### config.mk
export PLATFORM = sky130hd
export DESIGN_NAME = cb_dinb_router
export DESIGN_NICKNAME = d
export VERILOG_FILES = /design/src/rtl/cb_pkg.sv /design/src/rtl/cb_lane_rotator.sv /design/src/rtl/cb_dinb_router.sv
export SDC_FILE = /design/constraint.sdc
export NUM_CORES = 1
export LEC_CHECK = 0
export ABC_AREA = 1
export CORE_MARGIN = 10
export CORE_UTILIZATION = 40
export DETAILED_ROUTE_END_ITERATION = 10
export PLACE_DENSITY = 0.61
export SLEW_MARGIN = 30
export SYNTH_ARGS = -nofsm -noshare
export SYNTH_HDL_FRONTEND = slang
export SYNTH_HIERARCHICAL = 1
export SYNTH_SLANG_ARGS = --single-unit
### constraint.sdc
create_clock -name clk -period 4.6 [get_ports clk]
set_input_delay 1.38 -clock clk [delete_from_list [all_inputs] [get_ports clk]]
set_output_delay 1.38 -clock clk [all_outputs]
set_load 0.05 [all_outputs]
### src/rtl/cb_pkg.sv
// Shared definitions for the covariance-block (CB) write/read datapath.
//   DIR_*   : 2-bit mode codes carried on the router's sel input.
//   cb_state_e : state encoding of the dinb router's split-beat FSM.
package cb_pkg;

  localparam logic [1:0] DIR_IDLE = 2'b00;
  localparam logic [1:0] DIR_POS  = 2'b01;
  localparam logic [1:0] DIR_NEG  = 2'b10;
  localparam logic [1:0] DIR_NEW  = 2'b11;

  typedef enum logic {
    ST_PASS  = 1'b0,  // accepting groups, first beats only
    ST_SPILL = 1'b1   // emitting the residual beat of a row-crossing group
  } cb_state_e;

endpackage

### src/rtl/cb_lane_rotator.sv
// Combinational lane rotator shared by the CB dinb and douta paths.
// Element k of the input (lanes 0..L-1, qualified by mask) is moved to lane
// (shift+k) mod L. Elements that stay within the row (shift+k < L) land in
// the lo_* vectors; elements that wrap past the row end land in hi_*.
// Lanes not written in a vector are driven to 0.
//   data    : L*DW  element vector, element k at [k*DW +: DW]
//   mask    : L     element-valid bits
//   shift   : LW    start lane
//   lo_data/lo_mask : lanes written in the current row
//   hi_data/hi_mask : lanes written in the following row
module cb_lane_rotator #(
  parameter int L  = 4,
  parameter int DW = 16,
  parameter int LW = $clog2(L)
) (
  input  logic [L*DW-1:0] data,
  input  logic [L-1:0]    mask,
  input  logic [LW-1:0]   shift,
  output logic [L*DW-1:0] lo_data,
  output logic [L-1:0]    lo_mask,
  output logic [L*DW-1:0] hi_data,
  output logic [L-1:0]    hi_mask
);

  logic [LW-1:0] src;

  always_comb begin
    // NOTE: every output gets a default before the loop so no path leaves a
    // variable unassigned, which would infer a latch.
    lo_data = '0;
    lo_mask = '0;
    hi_data = '0;
    hi_mask = '0;
    src     = '0;
    for (int j = 0; j < L; j++) begin
      // L is a power of two, so LW-bit subtraction wraps modulo L.
      src = LW'(j) - shift;
      if (mask[src]) begin
        // Destination j below the start lane means the element wrapped.
        if (LW'(j) >= shift) begin
          lo_data[j*DW +: DW] = data[src*DW +: DW];
          lo_mask[j]          = 1'b1;
        end else begin
          hi_data[j*DW +: DW] = data[src*DW +: DW];
          hi_mask[j]          = 1'b1;
        end
      end
    end
  end

endmodule

### src/rtl/cb_dinb_router.sv
// Write-data router from the RSA C-side output lanes to CB BRAM port B.
// Orders a group of lanes (straight for POS, reversed for NEG, landmark pair
// for NEW), places it at a start lane in the L-lane row and emits a per-lane
// write mask. Groups crossing the row end are split: the wrapped part is held
// in a residual register and emitted on the next cycle with out_row_inc=1,
// during which in_ready is low.
//   clk, sys_rst      : clock, synchronous active-high reset
//   sel               : mode (IDLE/POS/NEG/NEW)
//   in_valid/in_ready : group handshake; in_ready depends on FSM state only
//   in_data           : X lanes of RSA_DW bits
//   in_cnt, in_offset : valid lane count and start lane (POS/NEG)
//   landmark_num      : landmark index (NEW)
//   out_valid, out_data, out_we, out_row_inc : registered CB dinb beat
module cb_dinb_router
  import cb_pkg::*;
#(
  parameter int X      = 4,
  parameter int L      = 4,
  parameter int RSA_DW = 16,
  parameter int LW     = $clog2(L),
  parameter int CW     = $clog2(X+1)
) (
  input  logic                clk,
  input  logic                sys_rst,
  input  logic [1:0]          sel,
  input  logic                in_valid,
  output logic                in_ready,
  input  logic [X*RSA_DW-1:0] in_data,
  input  logic [CW-1:0]       in_cnt,
  input  logic [LW-1:0]       in_offset,
  input  logic [15:0]         landmark_num,
  output logic                out_valid,
  output logic [L*RSA_DW-1:0] out_data,
  output logic [L-1:0]        out_we,
  output logic                out_row_inc
);

  cb_state_e state_q, state_d;

  logic                accept;
  logic [CW-1:0]       cnt_c;
  logic [L*RSA_DW-1:0] elem;
  logic [L-1:0]        elem_mask;
  logic [LW-1:0]       base;
  logic [L*RSA_DW-1:0] lo_data, hi_data;
  logic [L-1:0]        lo_mask, hi_mask;
  logic                active;
  logic [L*RSA_DW-1:0] res_data;
  logic [L-1:0]        res_we;

  assign accept = in_valid && in_ready;
  // Counts above X are clamped; a zero count yields an empty mask (no-op).
  assign cnt_c  = (in_cnt > CW'(X)) ? CW'(X) : in_cnt;

  // Element ordering and base lane per mode.
  always_comb begin
    elem      = '0;
    elem_mask = '0;
    base      = in_offset;
    unique case (sel)
      DIR_POS: begin
        for (int k = 0; k < X; k++) begin
          if (k < int'(cnt_c)) begin
            elem[k*RSA_DW +: RSA_DW] = in_data[k*RSA_DW +: RSA_DW];
            elem_mask[k]             = 1'b1;
          end
        end
      end
      DIR_NEG: begin
        // Only the valid lanes are reversed: e[k] = lane cnt-1-k.
        for (int k = 0; k < X; k++) begin
          if (k < int'(cnt_c)) begin
            elem[k*RSA_DW +: RSA_DW] =
              in_data[(int'(cnt_c) - 1 - k)*RSA_DW +: RSA_DW];
            elem_mask[k] = 1'b1;
          end
        end
      end
      DIR_NEW: begin
        // Pair lands at (2*landmark_num) mod L; odd landmarks swap the pair.
        base = LW'({landmark_num, 1'b0});
        if (landmark_num[0]) begin
          elem[0*RSA_DW +: RSA_DW] = in_data[1*RSA_DW +: RSA_DW];
          elem[1*RSA_DW +: RSA_DW] = in_data[0*RSA_DW +: RSA_DW];
        end else begin
          elem[0*RSA_DW +: RSA_DW] = in_data[0*RSA_DW +: RSA_DW];
          elem[1*RSA_DW +: RSA_DW] = in_data[1*RSA_DW +: RSA_DW];
        end
        elem_mask[1:0] = 2'b11;
      end
      default: ;  // IDLE: empty mask
    endcase
  end

  cb_lane_rotator #(.L(L), .DW(RSA_DW), .LW(LW)) u_rot (
    .data    (elem),
    .mask    (elem_mask),
    .shift   (base),
    .lo_data (lo_data),
    .lo_mask (lo_mask),
    .hi_data (hi_data),
    .hi_mask (hi_mask)
  );

  assign active = accept && (elem_mask != '0);

  // FSM next state and handshake.
  always_comb begin
    state_d  = state_q;
    in_ready = (state_q == ST_PASS);
    unique case (state_q)
      ST_PASS:  if (active && (hi_mask != '0)) state_d = ST_SPILL;
      ST_SPILL: state_d = ST_PASS;
      default:  state_d = ST_PASS;
    endcase
  end

  always_ff @(posedge clk) begin
    // NOTE: sequential state uses non-blocking assignments so every register
    // samples pre-edge values regardless of statement order.
    if (sys_rst) begin
      // NOTE: the residual register is reset along with the outputs so a
      // reset during SPILL cannot leak a stale half-group into the next row.
      state_q     <= ST_PASS;
      out_valid   <= 1'b0;
      out_data    <= '0;
      out_we      <= '0;
      out_row_inc <= 1'b0;
      res_data    <= '0;
      res_we      <= '0;
    end else begin
      state_q <= state_d;
      if (state_q == ST_SPILL) begin
        out_valid   <= 1'b1;
        out_data    <= res_data;
        out_we      <= res_we;
        out_row_inc <= 1'b1;
        res_data    <= '0;
        res_we      <= '0;
      end else if (active) begin
        out_valid   <= 1'b1;
        out_data    <= lo_data;
        out_we      <= lo_mask;
        out_row_inc <= 1'b0;
        res_data    <= hi_data;
        res_we      <= hi_mask;
      end else begin
        out_valid   <= 1'b0;
        out_data    <= '0;
        out_we      <= '0;
        out_row_inc <= 1'b0;
      end
    end
  end

endmodule
==> results.md, run 1 <==
- The switching share of total power is 36.41%.
- The min-delay analysis places its worst path in the category flip-flop to flip-flop.
- Headroom to the max-slew limit came out at 36.28%.
- The wire length per cell is 16.87 um.
- Clock latency on the worst-skew pair, taken at its later pin, is 0.43 ns.
- The height of the chip is 181.6 um.
- The number of clock buffers added by TritonCTS is 17.
- The final antenna-violating net count is 0.
- The hold-fix buffer count after cts is 0.
- The H-tree was split into 4 levels.
- The power spent charging and discharging nets is 0.001440 W.
- The maximum fanout along the worst path is 6.
- The final worst hold slack is 0.4623 ns.
- The endpoint kind of the worst setup timing path is a flip-flop.
- Clock-pin slew was measured on the worst setup and hold paths at 0.06 ns.
- The part of the total power dissipated in sequential elements is 33.1%.
- Setup repair after global routing left no endpoint under its margin.
- The post-route netlist has 5.359% of its cells at a drive strength greater than 1.
- The internal power component is 0.002515 W.
- For this run, the number of Yosys warnings is 7.
- The number of clock sinks is 139.
- The placed wire-length estimate is 28.58 mm.
- The number of antenna violations at the first check in global routing was 0.
- For this block, the via count after detailed routing is 12050.
- The largest individual stage delay along the critical path comes from the cell sky130_fd_sc_hd__clkdlybuf4s50_1.
- The timing startpoint of the critical path is in_cnt[2].
- The accumulated negative setup slack is 0 ns.
- The type of element launching the critical path is an input pin.
- For this run, the post-layout net count is 2065.
- The startpoint of the most critical hold path is res_we[3].
- Counting every instance in the synthesized netlist gives 1873.
- The die area is 32980 um^2.
- For this block, the initial DRC count from the detailed router was 1192.
- The peak per-stage delay on the critical path is 0.63 ns.
- The final weighted congestion of routability-driven global placement is 0.9537.
- The leftover overflow at the end of global routing is 0.
- Entering global routing, the biggest net connects 71 pins.
- The reported max-cap violation count is 0.
- The root buffer cell chosen for the clock tree is sky130_fd_sc_hd__clkbuf_16.
- The overall global routing resource usage is 22.89%.
- The post-route DRC violation count is 0.
- The power per cell area is 312.4 nW/um^2.
- The critical path required time is 4.93 ns.
- The final number of setup-violating endpoints is 0.
- The number of inserted diodes is 0.
- The static leakage power is 6.193 nW.
- Walking the worst path, the cells encountered are clkdlybuf4s50_1 > inv_2 > nand3_1 > nand2_1 > ha_1 > nand3_1 > nor2_2 > buf_4 > nand3_1 > a21oi_1 > inv_1 > nand2_1 > nand3_1 > nand2_1 > nand2_1 > inv_1 > nand4_1 > o21ai_0.
- The post-synthesis instance area is 10450 um^2.
- The chip width is 181.6 um.
- The first detailed-routing pass took 9 iterations.
- The I/O pin count is 161.
- The synthesized design contains 139 register bits.
- The floorplan has 59 rows.
- Compared with the post-synthesis result, the final layout area differs by 21.23%.
- STA puts the critical path data arrival time at 4.24 ns.
- Combinational logic burns 31.8% of the power.
- For the final database, setup skew stands at 0.01208 ns.
- The count of final max-slew check failures came to 0.
- The first-pass GRT wire length is 61.11 mm.
- TritonCTS built the clock tree.
- The shortest clock period the worst path allows after layout is 3.918 ns.
- The number of different library cells used by synthesis comes to 26.
- Once the floorplan was initialized, standard cells occupied 40.31% of the core.
- The layout has 2666 filler cells.
- The run finished with clean final reports.
- At the pin with the least slew margin, the transition time is 0.9522 ns.
- The via count of the first global-routing pass is 11180.
- Per report_power, the clock group accounts for 35.1% of the total.
- IR analysis of the VDD net gives a maximum drop of 209.7 uV.
- The number of buffers inserted by port buffering is 145.
- Static timing analysis puts the maximum clock frequency at 255.2 MHz.
- After clock tree synthesis, the setup repair step added 0 buffers.
- The worst register-to-register path begins at state_q.
- Using the TritonRoute via totals, the vias-per-cell ratio works out to 5.209.
- The startpoint-to-endpoint class of the critical path is input pin to flip-flop.
- Wires add up to 39.02 mm.
- The largest buffer count on any clock path is 2.
- After layout, the worst path uses 85.17% of the clock period.
- In this run, post-CTS repair resized a total of 0 instances.
- The count of final hold-check violations is 0.
- The average cell area after synthesis is 5.577 um^2.
- The core area is 25910 um^2.
- The share of synthesized area occupied by flip-flops and latches is 26.64%.
[layer usage]
layer / global-route usage [%] / wire, um
met1: 29.26 / 16820
met2: 37.83 / 18380
met3: 3.777 / 2563
met4: 8.396 / 1253
met5: 0 / 0
[path summary, 6_finish.rpt]
check                 end  slack (ns)  cells past startpoint
min reg2reg     out_we[3]        0.46                      2
max reg2reg  out_data[54]        2.82                      4
max          out_data[29]        0.68                     18
min             out_we[3]        0.46                      2
[cell usage after synthesis]
cell,number,share of area (%)
sky130_fd_sc_hd__a21oi_1,86,4.1
sky130_fd_sc_hd__a31oi_1,1,0.060
sky130_fd_sc_hd__buf_1,6,0.22
sky130_fd_sc_hd__buf_2,26,1.2
sky130_fd_sc_hd__buf_4,33,2.4
sky130_fd_sc_hd__buf_6,10,1.1
sky130_fd_sc_hd__clkbuf_1,59,2.1
sky130_fd_sc_hd__conb_1,1,0.036
sky130_fd_sc_hd__dfxtp_1,139,27
sky130_fd_sc_hd__ha_1,10,1.2
sky130_fd_sc_hd__inv_1,256,9.2
sky130_fd_sc_hd__inv_2,8,0.29
sky130_fd_sc_hd__nand2_1,568,20
sky130_fd_sc_hd__nand2_2,5,0.30
sky130_fd_sc_hd__nand2_4,3,0.32
sky130_fd_sc_hd__nand3_1,186,8.9
sky130_fd_sc_hd__nand3_2,8,0.77
sky130_fd_sc_hd__nand4_1,67,4.0
sky130_fd_sc_hd__nor2_1,249,8.9
sky130_fd_sc_hd__nor2_2,4,0.24
sky130_fd_sc_hd__nor2_4,1,0.11
sky130_fd_sc_hd__nor3_1,1,0.048
sky130_fd_sc_hd__o211ai_1,11,0.79
sky130_fd_sc_hd__o21ai_0,121,5.8
sky130_fd_sc_hd__o21ai_1,6,0.29
sky130_fd_sc_hd__o22ai_1,8,0.48
[power by group through the flow]
stage	logic [W]	registers (W)	clock network, W
2_1_floorplan	0.000786	0.00140	0
3_3_place_gp	0.00122	0.00133	0
3_5_place_dp	0.00123	0.00133	0
4_1_cts	0.00124	0.00131	0.00142
5_1_grt	0.00139	0.00131	0.00147
6_report	0.00126	0.00131	0.00139
[placed cells by master (no fill, tap or decap), types with 5 or more instances in the layout]
master                            synthesis  layout
sky130_fd_sc_hd__o22ai_1                  8       8
sky130_fd_sc_hd__nand3_1                186     186
sky130_fd_sc_hd__inv_2                    8       8
sky130_fd_sc_hd__nand2_1                568     568
sky130_fd_sc_hd__nor2_1                 249     246
sky130_fd_sc_hd__clkdlybuf4s50_1          0     145
sky130_fd_sc_hd__buf_12                   0       5
sky130_fd_sc_hd__buf_4                   33      41
sky130_fd_sc_hd__dfxtp_1                139     139
sky130_fd_sc_hd__nand3_2                  8       8
sky130_fd_sc_hd__conb_1                   1      17
sky130_fd_sc_hd__inv_1                  256     256
sky130_fd_sc_hd__nand4_1                 67      67
sky130_fd_sc_hd__o211ai_1                11      11
sky130_fd_sc_hd__clkbuf_16                0      17
sky130_fd_sc_hd__o21ai_0                121     121
sky130_fd_sc_hd__a21oi_1                 86      86
sky130_fd_sc_hd__ha_1                    10      10
sky130_fd_sc_hd__nand2_2                  5       5
sky130_fd_sc_hd__o21ai_1                  6       6
[worst max-delay path: cells and delay by family]
kind	cells	cell delay [ns]
buffers and inverters	5	1.08
AND/OR/NAND/NOR	10	0.98
AO/OA/AOI/OAI	2	0.50
adder cells (fa/ha/maj)	1	0.29
[layout make-up]
type / instances / area, um^2 / area share, %
clock inverter: 8 / 108.9 / 0.8597
timing repair buffer: 191 / 1859 / 14.68
multi-input combinational: 1352 / 6020 / 47.54
tap: 335 / 419.2 / 3.310
clock buffer: 24 / 481.7 / 3.804
sequential: 139 / 2783 / 21.98
inverter: 264 / 991.0 / 7.826
[flip-flops by register name (all words and copies together), names as in the netlist]
name	cells
out_data	64
res_we	4
out_valid	1
state_q	1
out_we	4
out_row_inc	1
res_data	64
[stage by stage]
stage / util (%) / instances / instance area (um^2) / setup WS [ns] / power [W]
floorplan: - / 1889 / 10510 / 0.7876 / 0.002185
global placement: 46.59 / 2281 / 12070 / 0.3239 / 0.002556
detailed placement: 46.59 / 2281 / 12070 / 0.3004 / 0.002569
CTS: 48.87 / 2313 / 12660 / 0.7202 / 0.003968
global route: 48.87 / 2313 / 12660 / 0.4713 / 0.004176
finish: 48.87 / 2313 / 12660 / 0.6821 / 0.003956
[cell families after synthesis]
| family | after synthesis | share of synthesized area (%) |
|---|---|---|
| buf+inv | 398 | 16.52 |
| compound gates | 233 | 11.54 |
| simple gates | 1092 | 44.07 |
| other cells | 1 | 0.03590 |
| flops | 139 | 26.64 |
| fa+ha+maj | 10 | 1.198 |
Note: power is estimated with default switching activity, not from simulation.
==> run 2: changes to the inputs <==
DONT_BUFFER_PORTS = 1   (was default)
PLACE_DENSITY = 0.53   (was 0.61)
==> results.md, run 2 (synthesis gave the netlist of run 1 again) <==
- The type of the most critical hold path was flip-flop to flip-flop (unchanged).
- The overall global routing resource usage was 22.68% (was 22.89%).
- The TritonCTS clock tree is yes (unchanged).
- The worst ir drop on vdd came to 258.7 uV (was 209.7 uV).
- The shortest clock period the worst path allows after layout came to 3.598 ns (was 3.918 ns).
- The post-layout utilization of the core is 42.68% (was 48.87%).
- The cell family contributing the most delay on the critical path was simple AND/OR/NAND/NOR gates (was buffers and inverters).
- The clock tree skew after final layout was 0.01351 ns (was 0.01208 ns).
- The final wirelength is 38.69 mm (was 39.02 mm).
- The post-layout instance area was 11060 um^2 (was 12660 um^2).
- Top Registers: out_data: 64 flops, res_data: 64 flops (unchanged).
- The number of clock sinks is 139 (unchanged).
- The layout overhead on the synthesized area is 5.870% (was 21.23%).
- The start of the worst register-to-register path is state_q (unchanged).
- The share of cells above drive strength 1 is 5.272% (was 5.359%).
- The endpoint kind of the worst setup timing path is a flip-flop (unchanged).
- The final worst hold slack is 0.4740 ns (was 0.4623 ns).
- The core area was 25910 um^2 (unchanged).
- The final antenna-violating net count was 0 (unchanged).
- The reg-to-reg critical path endpoint is out_data[18] (was out_data[54]).
- The power per cell area came to 340.0 nW/um^2 (was 312.4 nW/um^2).
- The number of antenna violations at the first check in global routing is 1 (was 0).
- The post-place instance area is 10510 um^2 (was 12070 um^2).
- The highest clock frequency the design can meet was 277.9 MHz (was 255.2 MHz).
- The cell type with the highest occurrence count on the critical path is sky130_fd_sc_hd__nand2_1.
- The clock edge transition at the registers on the reported setup and hold paths came to 0.06 ns (about the same).
- Cell chain of the critical path: inv_2 > nor2_2 > nand2_1 > nand2_1 > ha_1 > nand3_1 > nor2_2 > buf_4 > nand3_1 > a21oi_1 > inv_1 > nand2_1 > nand3_1 > nand2_1 > nand2_1 > inv_1 > nand4_1 > o21ai_0 (was clkdlybuf4s50_1 > inv_2 > nand3_1 > nand2_1 > ha_1 > nand3_1 > nor2_2 > buf_4 > nand3_1 > a21oi_1 > inv_1 > nand2_1 > nand3_1 > nand2_1 > nand2_1 > inv_1 > nand4_1 > o21ai_0).
- The post-route DRC violation count came to 0 (unchanged).
- The routed via count came to 11460 (was 12050).
- The initial standard-cell utilization of the core came to 40.31% (unchanged).
- The number of buffers created by CTS is 17 (unchanged).
- Setup repair after global routing missed its margin: false (unchanged).
- The count of final max-slew check failures is 0 (unchanged).
- The peak per-stage delay on the critical path is 0.30 ns (was 0.63 ns).
- The actual slew at the worst max-slew pin is 0.9385 ns (was 0.9522 ns).
- The uppermost layer routed is met4 (unchanged).
- The number of inserted diodes came to 0 (unchanged).
- The headroom to the max-slew limit was 37.34% (was 36.28%).
- The number of buffers inserted by port buffering is 0 (was 145).
- The later-pin clock latency in the skew report came to 0.43 ns (about the same).
- The die area is 32980 um^2 (unchanged).
- The worst setup slack before clock tree synthesis was 0.6264 ns (was 0.3004 ns).
- The post-detailed-route via-to-cell ratio was 5.316 (was 5.209).
- The post-cts resize count is 0 (unchanged).
- The static leakage power is 5.572 nW (was 6.193 nW).
- The leftover overflow at the end of global routing is 0 (unchanged).
- The accumulated negative setup slack is 0 ns (unchanged).
- The type of element launching the critical path is an input pin (unchanged).
- The I/O pin count is 161 (unchanged).
- Highest-count cells in the layout ignoring fill and taps: sky130_fd_sc_hd__nand2_1 (568), sky130_fd_sc_hd__inv_1 (256), sky130_fd_sc_hd__nor2_1 (246), sky130_fd_sc_hd__nand3_1 (186), sky130_fd_sc_hd__dfxtp_1 (139) (was sky130_fd_sc_hd__nand2_1 (568), sky130_fd_sc_hd__inv_1 (256), sky130_fd_sc_hd__nor2_1 (246), sky130_fd_sc_hd__nand3_1 (186), sky130_fd_sc_hd__clkdlybuf4s50_1 (145)).
- The number of cells on the worst hold path is 2 (unchanged).
- The violation count after the first detailed-routing iteration is 1123 (was 1192).
- The count of final hold-check violations came to 0 (unchanged).
- The reported max-cap violation count is 0 (unchanged).
- The placed wire-length estimate is 27.82 mm (was 28.58 mm).
- The startpoint of the most critical hold path is res_data[46] (was res_we[3]).
- The length in cells of the worst reg-to-reg path is 5 (was 4).
- The critical path required time was 4.86 ns (was 4.93 ns).
- The via count of the first global-routing pass is 10610 (was 11180).
- The most common cell after layout, fill and taps aside is sky130_fd_sc_hd__nand2_1 (unchanged).
- The startpoint-to-endpoint class of the critical path is input pin to flip-flop (unchanged).
- The timing startpoint of the critical path is in_cnt[0] (was in_cnt[2]).
- The setup slack of the critical path after layout is 1.002 ns (was 0.6821 ns).
- The largest buffer count on any clock path was 2 (unchanged).
- The final number of setup-violating endpoints is 0 (unchanged).
- The final weighted congestion of routability-driven global placement was 0.9313 (was 0.9537).
- The routed wire length on met2 was 18.43 mm (was 18.38 mm).
- The length of the first detailed-routing pass in iterations is 6 (was 9).
- The detailed-route wire length on metal 1 was 16.45 mm (was 16.82 mm).
- The critical path buffer and inverter count was 4 (was 5).
- The library cell used as clock root buffer is sky130_fd_sc_hd__clkbuf_16 (unchanged).
- The maximum fanout along the worst path is 16 (was 6).
- The arrival time of the worst setup path is 3.86 ns (was 4.24 ns).
- The first-pass GRT wire length is 60.14 mm (was 61.11 mm).
- The chip width is 181.6 um (unchanged).
- The net total in the final layout came to 1908 (was 2065).
- The post-route clock period utilization was 78.22% (was 85.17%).
- The H-tree level count is 4 (unchanged).
- The wire length per cell was 17.95 um (was 16.87 um).
- The height of the chip is 181.6 um (unchanged).
- Outcome: finished clean (unchanged).
- The post-CTS repair timing setup buffer count is 0 (unchanged).
- The slowest cell on the critical path is sky130_fd_sc_hd__ha_1 (was sky130_fd_sc_hd__clkdlybuf4s50_1).
- The hold-fix buffer count after cts came to 0 (unchanged).
- The count of fill cells added during filler insertion is 2824 (was 2666).
- The total number of placement rows is 59 (unchanged).
- The routed wire length on met3 was 2.839 mm (was 2.563 mm).
- The total stage count of the critical path is 18 (unchanged).
- The worst setup path endpoint was out_data[18] (was out_data[29]).
- The slack of the worst reg-to-reg path was 2.53 ns (was 2.82 ns).
- The pin count of the biggest net entering global routing is 71 (unchanged).
==> run 2: power breakdown <==
part	internal, W	switching [W]	leakage, nW
clock	0.000749	0.000574	0.269
sequential	0.00129	0.0000929	1.13
combinational	0.000284	0.000773	4.17
total	0.00232	0.00144	5.57
==> run 2: routing by layer <==
metal  up-vias  track usage, %
met3        58           4.175
met4         0           6.573
met1      5297           28.49
li1       5703               -
met5         -               0
met2       404           38.56
==> run 2: worst min-delay path by stage <==
stage                        end  slack (ns)
global route         out_data[8]        0.49
finish              out_data[46]        0.47
global placement    out_data[46]        0.46
floorplan              out_we[3]        0.43
detailed placement  out_data[46]        0.46
CTS                 out_data[13]        0.47
==> run 2: final cells by class <==
class / instances / area [um^2] / share of cell area (%)
Tap cell: 335 / 419.2 / 3.790
Clock inverter: 13 / 120.1 / 1.086
Multi-Input combinational cell: 1352 / 6020 / 54.44
Sequential cell: 139 / 2783 / 25.16
Clock buffer: 19 / 432.9 / 3.915
Timing Repair Buffer: 34 / 292.8 / 2.648
Inverter: 264 / 991.0 / 8.961
==> run 2: metrics by stage <==
step	total power, W	cells
finish	0.003759	2156
global route	0.003965	2156
CTS	0.003777	2156
detailed placement	0.002443	2124
global placement	0.002433	2124
floorplan	0.002185	1889
==> run 2: worst min-delay path, stage by stage, from the launching register on <==
cell and delay, ns:
sky130_fd_sc_hd__dfxtp_1 0.30, sky130_fd_sc_hd__inv_1 0.06, sky130_fd_sc_hd__o21ai_1 0.07
==> run 3: changes to the inputs <==
clock period = 3.65 ns   (was 4.6 ns; I/O delays follow)
==> results.md, run 3 (synthesis gave the netlist of run 1 again) <==
- The arrival time of the worst setup path is 3.33 ns (was 3.86 ns).
- Top Registers: out_data: 64 flops, res_data: 64 flops (unchanged).
- The static leakage power came to 5.702 nW (was 5.572 nW).
- The startpoint of the most critical hold path is res_data[48] (was res_data[46]).
- The post-layout utilization of the core is 43.63% (was 42.68%).
- The die area is 32980 um^2 (unchanged).
- The H-tree level count came to 4 (unchanged).
- The post-cts resize count is 0 (unchanged).
- The endpoint kind of the worst setup timing path is a flip-flop (unchanged).
- The routed via count is 11430 (was 11460).
- The reported max-cap violation count is 0 (unchanged).
- The violation count after the first detailed-routing iteration was 1123 (unchanged).
- The number of buffers inserted by port buffering is 0 (unchanged).
- The final wirelength is 39.12 mm (was 38.69 mm).
- The count of final hold-check violations is 0 (unchanged).
- The TritonCTS clock tree is yes (unchanged).
- The wire length per cell is 18.01 um (was 17.95 um).
- The height of the chip is 181.6 um (unchanged).
- The initial standard-cell utilization of the core was 40.31% (unchanged).
- The actual slew at the worst max-slew pin is 0.7168 ns (was 0.9385 ns).
- The type of the most critical hold path is flip-flop to flip-flop (unchanged).
- The via count of the first global-routing pass is 10820 (was 10610).
- The length in cells of the worst reg-to-reg path came to 5 (unchanged).
- The shortest clock period the worst path allows after layout is 3.033 ns.
- Highest-count cells in the layout ignoring fill and taps: sky130_fd_sc_hd__nand2_1 (568), sky130_fd_sc_hd__inv_1 (256), sky130_fd_sc_hd__nor2_1 (246), sky130_fd_sc_hd__nand3_1 (186), sky130_fd_sc_hd__dfxtp_1 (139) (unchanged).
- The power per cell area is 433.4 nW/um^2 (was 340.0 nW/um^2).
- The critical path required time is 3.95 ns (was 4.86 ns).
- The number of inserted diodes came to 0 (unchanged).
- The start of the worst register-to-register path was state_q (unchanged).
- The headroom to the max-slew limit is 52.15% (was 37.34%).
- The I/O pin count was 161 (unchanged).
- The length of the first detailed-routing pass in iterations was 5 (was 6).
- The pin count of the biggest net entering global routing is 72 (was 71).
- Setup repair after global routing missed its margin: false (unchanged).
- The core area is 25910 um^2 (unchanged).
- The count of final max-slew check failures was 0 (unchanged).
- The first-pass GRT wire length is 61.55 mm (was 60.14 mm).
- The largest buffer count on any clock path came to 2 (unchanged).
- Cell chain of the critical path: nor2_4 > nand2_2 > ha_1 > nand3_1 > nor2_2 > buf_4 > nand3_1 > a21oi_1 > inv_1 > nand2_1 > nand3_1 > nand2_1 > nand2_1 > inv_1 > nand4_1 > o21ai_0 (was inv_2 > nor2_2 > nand2_1 > nand2_1 > ha_1 > nand3_1 > nor2_2 > buf_4 > nand3_1 > a21oi_1 > inv_1 > nand2_1 > nand3_1 > nand2_1 > nand2_1 > inv_1 > nand4_1 > o21ai_0).
- The overall global routing resource usage was 23.28% (was 22.68%).
- The post-CTS repair timing setup buffer count came to 0 (unchanged).
- The timing startpoint of the critical path is in_cnt[1] (was in_cnt[0]).
- The highest clock frequency the design can meet is 329.7 MHz.
- The slowest cell on the critical path is sky130_fd_sc_hd__a21oi_1 (was sky130_fd_sc_hd__ha_1).
- The hold-fix buffer count after cts is 0 (unchanged).
- The maximum fanout along the worst path is 8 (was 16).
- The total number of placement rows is 59 (unchanged).
- The clock edge transition at the registers on the reported setup and hold paths was 0.06 ns (about the same).
- The later-pin clock latency in the skew report came to 0.42 ns (was 0.43 ns).
- The clock tree skew after final layout is 0.008683 ns (was 0.01351 ns).
- The final number of setup-violating endpoints came to 0 (unchanged).
- The placed wire-length estimate is 28.82 mm (was 27.82 mm).
- The reg-to-reg critical path endpoint was out_data[18] (unchanged).
- The accumulated negative setup slack was 0 ns (unchanged).
- The peak per-stage delay on the critical path is 0.31 ns (was 0.30 ns).
- The final antenna-violating net count was 0 (unchanged).
- The slack of the worst reg-to-reg path is 1.67 ns (was 2.53 ns).
- The chip width was 181.6 um (unchanged).
- The most common cell after layout, fill and taps aside is sky130_fd_sc_hd__nand2_1 (unchanged).
- The worst setup path endpoint was out_data[18] (unchanged).
- The final critical path takes up 83.10% of the cycle.
- The final weighted congestion of routability-driven global placement is 0.9514 (was 0.9313).
- The startpoint-to-endpoint class of the critical path is input pin to flip-flop (unchanged).
- The number of clock sinks was 139 (unchanged).
- The type of element launching the critical path is an input pin (unchanged).
- The number of buffers created by CTS is 17 (unchanged).
- The worst ir drop on vdd is 261.1 uV (was 258.7 uV).
- The post-route DRC violation count was 0 (unchanged).
- The net total in the final layout came to 1924 (was 1908).
- The library cell used as clock root buffer is sky130_fd_sc_hd__clkbuf_16 (unchanged).
- The layout overhead on the synthesized area is 8.241% (was 5.870%).
- The post-detailed-route via-to-cell ratio was 5.260 (was 5.316).
- The leftover overflow at the end of global routing is 0 (unchanged).
- The share of cells above drive strength 1 is 6.206% (was 5.272%).
- Outcome: finished clean (unchanged).
- The number of antenna violations at the first check in global routing came to 0 (was 1).
## run 3: metal layers
metal	track usage [%]	vias up	wire (um)
met5	0	-	0
met4	6.964	0	910
met3	4.791	46	2835
met2	38.94	406	18600
met1	29.38	5240	16780
li1	-	5733	-
## run 3: cell type report
| type | instances | area (um^2) |
|---|---|---|
| clock buffer | 17 | 425.4 |
| clock inverter | 15 | 180.2 |
| fill | 2816 | 14610 |
| inverter | 264 | 991.0 |
| multi-input combinational | 1352 | 6020 |
| sequential | 139 | 2783 |
| tap | 335 | 419.2 |
| timing repair buffer | 50 | 488.0 |
## run 3: worst max-delay path, delay by kind of cell
| kind | cells | cell delay, ns |
|---|---|---|
| AO/OA/AOI/OAI | 2 | 0.49 |
| adder cells (fa/ha/maj) | 1 | 0.29 |
| buffers and inverters | 3 | 0.36 |
| AND/OR/NAND/NOR | 10 | 1.08 |
## run 3: where the power goes
part / switching (W) / internal [W]
clock network: 0.000759 / 0.00103
registers: 0.000117 / 0.00162
logic: 0.000983 / 0.000385
## run 3: how the worst min path moves through the flow
stage | endpoint | depth (start not counted)
detailed placement | out_data[48] | 2
floorplan | out_we[3] | 2
global route | out_data[48] | 2
global placement | out_data[48] | 2
CTS | out_data[48] | 2
finish | out_data[48] | 2
## run 3: through the flow
step | total power, W | setup WS [ns] | area [um^2] | hold slack, ns | cells
2_1_floorplan | 0.002754 | 0.1226 | 10510 | 0.4290 | 1889
3_3_place_gp | 0.003108 | 0.2398 | 10700 | 0.4575 | 2140
3_5_place_dp | 0.003118 | 0.2347 | 10700 | 0.4547 | 2140
4_1_cts | 0.004927 | 0.6682 | 11310 | 0.4653 | 2172
5_1_grt | 0.005196 | 0.4254 | 11310 | 0.4815 | 2172
6_report | 0.004899 | 0.6167 | 11310 | 0.4641 | 2172
